`src/rtl/spi_tx_burst_ctrl.sv`:
```
// spi_tx_burst_ctrl
//   SPI master transmitter (CPHA=0) with an integrated TX FIFO that carries a
//   per-entry D/C flag. Queued words are streamed back-to-back inside a single
//   CS frame, so the bus side only needs to push words.
//
// Ports
//   clk, reset_n            clock, asynchronous active-low reset
//   enable                  allow frames to start / continue at word boundaries
//   cpol, prescaler         SCL idle level and divider (half-period = prescaler+1 clk),
//                           sampled in IDLE and held for the whole frame
//   flush                   empty the FIFO (only acted on in IDLE)
//   wr_valid/wr_ready       push handshake; wr_data/wr_dc = word and its D/C flag
//   fifo_level              entries currently held
//   cs_n, dc, scl, sda      SPI pins
//   word_done               1-clk pulse per completed word
//   busy                    frame in progress (state != IDLE)
//
// Configuration
//   SPI_TX_LSB_FIRST_EN     defined: LSB first; undefined: MSB first. Timing is identical.
module spi_tx_burst_ctrl #(
  parameter int DATA_W     = 8,
  parameter int FIFO_DEPTH = 16,
  parameter int PRESC_W    = 8
) (
  input  logic                          clk,
  input  logic                          reset_n,
  input  logic                          enable,
  input  logic                          cpol,
  input  logic [PRESC_W-1:0]            prescaler,
  input  logic                          flush,
  input  logic                          wr_valid,
  output logic                          wr_ready,
  input  logic [DATA_W-1:0]             wr_data,
  input  logic                          wr_dc,
  output logic [$clog2(FIFO_DEPTH):0]   fifo_level,
  output logic                          cs_n,
  output logic                          dc,
  output logic                          scl,
  output logic                          sda,
  output logic                          word_done,
  output logic                          busy
);

  localparam int AW    = $clog2(FIFO_DEPTH);
  localparam int LVL_W = AW + 1;
  localparam int BW    = (DATA_W > 1) ? $clog2(DATA_W) : 1;
  localparam logic [BW-1:0] LAST_BIT = BW'(DATA_W - 1);
`ifdef SPI_TX_LSB_FIRST_EN
  localparam int SB = 0;
`else
  localparam int SB = DATA_W - 1;
`endif

  typedef enum logic [1:0] {IDLE, SETUP, SHIFT, HOLD} state_t;

  state_t               state, state_n;
  logic                 pop;

  // ---------------- FIFO ----------------
  logic [DATA_W:0]      mem [FIFO_DEPTH];     // {dc, data}
  logic [AW:0]          wr_ptr, rd_ptr;       // extra MSB distinguishes full from empty
  logic [LVL_W-1:0]     level;
  logic                 full, flush_eff, push;
  logic [DATA_W:0]      head;

  assign level     = wr_ptr - rd_ptr;
  assign full      = (level == LVL_W'(FIFO_DEPTH));
  assign flush_eff = flush && (state == IDLE);
  assign push      = wr_valid && !full && !flush_eff;
  assign head      = mem[rd_ptr[AW-1:0]];

  always_ff @(posedge clk) begin
    if (push) mem[wr_ptr[AW-1:0]] <= {wr_dc, wr_data};
  end

  always_ff @(posedge clk or negedge reset_n) begin
    if (!reset_n) begin
      wr_ptr <= '0;
      rd_ptr <= '0;
    end else if (flush_eff) begin
      wr_ptr <= '0;
      rd_ptr <= '0;
    end else begin
      if (push) wr_ptr <= wr_ptr + 1'b1;
      if (pop)  rd_ptr <= rd_ptr + 1'b1;
    end
  end

  // ---------------- datapath regs ----------------
  logic [PRESC_W-1:0]   presc_q, cnt;
  logic                 cpol_q;
  logic                 half;                 // 0: first half of bit, 1: second half
  logic [BW-1:0]        bit_cnt;
  logic [DATA_W-1:0]    shreg;
  logic                 dc_q;
  logic                 tick, last_bit;

  assign tick     = (cnt == '0);
  assign last_bit = (bit_cnt == LAST_BIT);

  // ---------------- FSM ----------------
  always_ff @(posedge clk or negedge reset_n) begin
    if (!reset_n) state <= IDLE;
    else          state <= state_n;
  end

  always_comb begin
    state_n = state;
    pop     = 1'b0;
    case (state)
      IDLE: begin
        // flush takes priority over starting a frame in the same cycle
        if (enable && (level != '0) && !flush) begin
          state_n = SETUP;
          pop     = 1'b1;
        end
      end
      SETUP: if (tick) state_n = SHIFT;
      SHIFT: begin
        if (tick && half && last_bit) begin
          if (enable && (level != '0)) pop = 1'b1;
          else                         state_n = HOLD;
        end
      end
      HOLD: if (tick) state_n = IDLE;
      default: state_n = IDLE;
    endcase
  end

  // The SETUP half-period doubles as the first (scl=cpol) half of bit 0, so
  // SHIFT is entered at bit 0's second half. This places the first SCL edge
  // one half-period after cs_n falls and keeps the word at exactly
  // 2*DATA_W half-periods.
  always_ff @(posedge clk or negedge reset_n) begin
    if (!reset_n) begin
      presc_q   <= '0;
      cpol_q    <= 1'b0;
      cnt       <= '0;
      half      <= 1'b0;
      bit_cnt   <= '0;
      shreg     <= '0;
      dc_q      <= 1'b0;
      word_done <= 1'b0;
    end else begin
      word_done <= 1'b0;
      if (state == IDLE) begin
        presc_q <= prescaler;
        cpol_q  <= cpol;
        cnt     <= prescaler;
        half    <= 1'b0;
        bit_cnt <= '0;
        if (pop) begin
          shreg <= head[DATA_W-1:0];
          dc_q  <= head[DATA_W];
        end
      end else begin
        cnt <= tick ? presc_q : cnt - PRESC_W'(1);
        if (tick) begin
          case (state)
            SETUP: half <= 1'b1;
            SHIFT: begin
              if (!half) begin
                half <= 1'b1;
              end else begin
                half <= 1'b0;
                if (last_bit) begin
                  word_done <= 1'b1;
                  bit_cnt   <= '0;
                  if (pop) begin
                    shreg <= head[DATA_W-1:0];
                    dc_q  <= head[DATA_W];
                  end
                end else begin
                  bit_cnt <= bit_cnt + 1'b1;
`ifdef SPI_TX_LSB_FIRST_EN
                  shreg   <= {1'b0, shreg[DATA_W-1:1]};
`else
                  shreg   <= {shreg[DATA_W-2:0], 1'b0};
`endif
                end
              end
            end
            default: ;
          endcase
        end
      end
    end
  end

  // ---------------- outputs ----------------
  // In IDLE scl follows the live cpol so the idle level is right even in reset.
  assign scl        = (state == IDLE) ? cpol :
                      ((state == SHIFT) && half) ? ~cpol_q : cpol_q;
  assign sda        = ((state == SETUP) || (state == SHIFT)) ? shreg[SB] : 1'b0;
  assign cs_n       = (state == IDLE);
  assign busy       = (state != IDLE);
  assign dc         = dc_q;
  assign wr_ready   = !full;
  assign fifo_level = level;

endmodule

```
`config.mk`:
```
export PLATFORM = sky130hd
export DESIGN_NAME = spi_tx_burst_ctrl
export DESIGN_NICKNAME = d
export VERILOG_FILES = /design/src/rtl/spi_tx_burst_ctrl.sv
export SDC_FILE = /design/constraint.sdc
export NUM_CORES = 1
export LEC_CHECK = 0
export ABC_AREA = 0
export CAP_MARGIN = 40
export CORE_ASPECT_RATIO = 1.2
export CORE_MARGIN = 1.5
export CORE_UTILIZATION = 40
export CTS_CLUSTER_SIZE = 28
export DETAILED_ROUTE_END_ITERATION = 10
export PLACE_DENSITY = 0.54
export SLEW_MARGIN = 15
export SYNTH_ARGS = -nofsm -noshare
export SYNTH_HDL_FRONTEND = slang
export SYNTH_SLANG_ARGS = --single-unit
```
`constraint.sdc`:
```
create_clock -name clk -period 7.08 [get_ports clk]
set_input_delay 0.708 -clock clk [delete_from_list [all_inputs] [get_ports clk]]
set_output_delay 0.708 -clock clk [all_outputs]
set_load 0.005 [all_outputs]
```
==> qor.txt <==
GRT Util Overall: 18.7%
detailed-route wire length per cell: 23.0 um
CTS tree: yes
Internal Power: 2.44 mW
Post-DRT Antenna Nets: 0
status: complete, no violations
Main synth FF type: sky130_fd_sc_hd__edfxtp_1
antenna violations before repair: 0
clk_skew: 0.0102 ns
count of inserted antenna diode cells: 0
dominant cells by area after synthesis: sky130_fd_sc_hd__edfxtp_1 (54%), sky130_fd_sc_hd__dfrtp_1 (14%), sky130_fd_sc_hd__mux4_2 (13%)
flop and latch count out of synthesis: 187
number of levels in the clock H-tree: 4
core area: 19,500 um^2
post-synthesis simple-gate area fraction: 6.44%
Synth Warn #: 0
worst reg2reg setup slack: 3.38 ns
Die Span X: 132 um
placer congestion estimate: 0.815
total global routing overflow: 0
Initial Utilization: 40.7%
Slew HR: 46.3%
maximum number of pins on one net before global-route repair: 41
Post-CTS Setup Bufs: 0
portion of netlist area occupied by mux cells: 13.8%
combinational share of power: 32.1%
clock sink count: 187
Vias: 4,270
number of placed cells counting well taps: 754
worst setup path startpoint: rd_ptr[0]
ordered list of cells on the worst path: buf_4, ha_1, inv_1, fa_1, a21o_1, a21oi_1, xnor2_1, inv_1, nand2_1, clkdlybuf4s50_1
fraction of the mapped netlist area in adder cells: 2.93%
total net switching power: 1.17 mW
number of detailed-routing iterations run before antenna repair: 4
number of library cell types mapped by synthesis: 46
CTS max path bufs: 2
Area Growth Syn to Fin: 15.8%
first-pass GRT wire length: 27,400 um
leading post-synthesis cells by instance count: sky130_fd_sc_hd__edfxtp_1 (144), sky130_fd_sc_hd__mux4_2 (45), sky130_fd_sc_hd__dfrtp_1 (43)
cts bufs inserted: 17
RSZ-0062 raised after global routing: false
Reg2Reg Launch Point: rd_ptr[0]
maximum frequency from static timing analysis: 244 MHz
power density over cell area: 392 nW/um^2
largest family of logic cells by synthesized area: multiplexers
Reg power frac: 41.0%
worst reg2reg endpoint: mem[1][2]
clock transition time at the flip-flop clock pins of the worst setup and hold paths: 0.07 ns
final worst-path cycle share: 58.0%
clock tree root driver cell: sky130_fd_sc_hd__clkbuf_16
final routed DRC violation total: 0
number of nets in the layout: 553
Worst Setup EP: wr_ready
half-perimeter wire length after detailed placement: 12,600 um
class of the tightest hold or removal check: input pin to async pin
kind of start point of the critical path: register
R2R cell count: 11
ys async rst share: 23.0%
Data arrival, critical path: 3.40 ns
non-filler instance count after layout: 785
portion of synthesized cell area occupied by the leading cell type: 54.4%
# setup viols final: 0
total wirelength of the detailed-routed design: 18,100 um
family of cells with the greatest summed delay on the critical path: buffers and inverters
share of layout cells above drive strength 1: 18.5%
die area: 20,700 um^2
crit-path max FO: 40
slowest stage cell on the critical path: sky130_fd_sc_hd__buf_4
sequential-to-total area share from yosys stat: 67.9%
FF/Latch Area: 5400 um^2
syn avg cell area: 17.0 um^2
clock power share: 26.9%
min cycle time layout: 4.10 ns
number of top-level pins: 35
fillers: 1,634
Pins Over Slew Limit: 0
Lkg Pwr: 3.24 nW
peak supply drop: 0.182 mV
pin slew with the least headroom to its limit: 0.803 ns
most frequent cell on the critical path: sky130_fd_sc_hd__inv_1
CP bufs+invs: 4
Worst Path Class, Setup: register to output pin
EDFF count, synth: 144
compound-cell area share of the yosys netlist: 5.38%
Die Height: 157 um
Synth Instances: 469
input/output buffers: 34
post-cts gate resize count: 0
Cell Area, Synth: 7950 um^2
Hold Vio Cnt, Final: 0
net switching fraction of the power: 32.3%
most frequently used cell type in the post-synthesis netlist: sky130_fd_sc_hd__edfxtp_1
final total negative setup slack: 0 ns
Worst setup EP type: output pin
number of design-rule violations left by the first detailed-router iteration: 378
Row Count: 56
number of logic stages on the critical path including buffering: 10
net count of the mapped netlist: 510
Max-Cap Viols: 0
CP required: 6.37 ns
footprint of the multi-input gates: 2370 um^2
xor and xnor area share after synthesis: 1.21%
cell type with the highest aggregate area in the netlist: sky130_fd_sc_hd__edfxtp_1
Worst path max stage delay: 0.58 ns
hold buffer count at CTS: 0
vias in the first global route: 4,290
source-to-sink clock delay at the later pin of the worst-skew pair: 0.43 ns
Via density: 5.44
==> worst min path at each step <==
| stage | endpoint | start | cells after the start |
|---|---|---|---|
| after floorplan | bit_cnt[0] | reset_n | 0 |
| after global placement | shreg[2] | shreg[2] | 1 |
| after detailed placement | shreg[4] | shreg[4] | 1 |
| after CTS | state[0] | reset_n | 1 |
| after global routing | state[0] | reset_n | 1 |
| final | state[0] | reset_n | 1 |
==> routing by layer <==
layer	wire length [um]	part of all wire (%)	global-route usage, %	vias to the layer above
li1	-	-	-	1915
met1	7420	41	23.5	2179
met2	9240	51	31.9	148
met3	972	5.4	4.61	28
met4	446	2.5	6.40	0
met5	0	0	0	-
==> per-stage QoR <==
stage / instance area [um^2] / util, % / setup slack, ns / power (mW) / hold WS [ns]
2_1_floorplan: 7950 / - / 3.75 / 2.24 / 0.412
3_3_place_gp: 8550 / 43.8 / 3.41 / 2.65 / 0.476
3_5_place_dp: 8600 / 44.0 / 3.37 / 2.68 / 0.480
4_1_cts: 9200 / 47.1 / 2.89 / 3.65 / 0.155
5_1_grt: 9200 / 47.1 / 2.69 / 3.81 / 0.155
6_report: 9200 / 47.1 / 2.98 / 3.61 / 0.170
==> flip-flops by register name (all words and copies together), names as in the netlist <==
register,count
mem,144
cnt,8
presc_q,8
shreg,8
rd_ptr,5
wr_ptr,5
bit_cnt,3
state,2
cpol_q,1
dc,1
half,1
word_done,1
==> placed cells by master (no fill, tap or decap), types with 9 or more instances in the layout <==
cell type,count
sky130_fd_sc_hd__clkdlybuf4s50_1,33
sky130_fd_sc_hd__o21a_1,9
sky130_fd_sc_hd__o21ai_0,26
sky130_fd_sc_hd__ha_1,17
sky130_fd_sc_hd__nand2_1,24
sky130_fd_sc_hd__inv_1,24
sky130_fd_sc_hd__a21oi_1,14
sky130_fd_sc_hd__mux4_2,45
sky130_fd_sc_hd__clkbuf_16,17
sky130_fd_sc_hd__dfrtp_1,42
sky130_fd_sc_hd__edfxtp_1,144
sky130_fd_sc_hd__and3_1,12
sky130_fd_sc_hd__nor2_1,21
==> cell type report <==
class,instances,area share (%)
multi-input cells,240,25.7
clock buffers,17,4.62
flip-flops and latches,187,58.7
inverters,25,1.02
repair buffers,41,4.47
well taps,261,3.55
clock inverters,14,1.93
==> cell families after synthesis <==
kind of cell / Yosys count
flip-flops: 187
AND/OR/NAND/NOR: 92
AO/OA/AOI/OAI: 66
multiplexers: 53
buffers and inverters: 42
adder cells (fa/ha/maj): 18
XOR/XNOR: 11
==> power groups by stage <==
stage	Clock, mW	Sequential (mW)	Combinational, mW
4_1_cts	0.993	1.48	1.18
6_report	0.970	1.48	1.16
5_1_grt	1.04	1.50	1.27
3_5_place_dp	0	1.50	1.18
3_3_place_gp	0	1.50	1.15
2_1_floorplan	0	1.46	0.787
(Power assumes the default switching activity.)
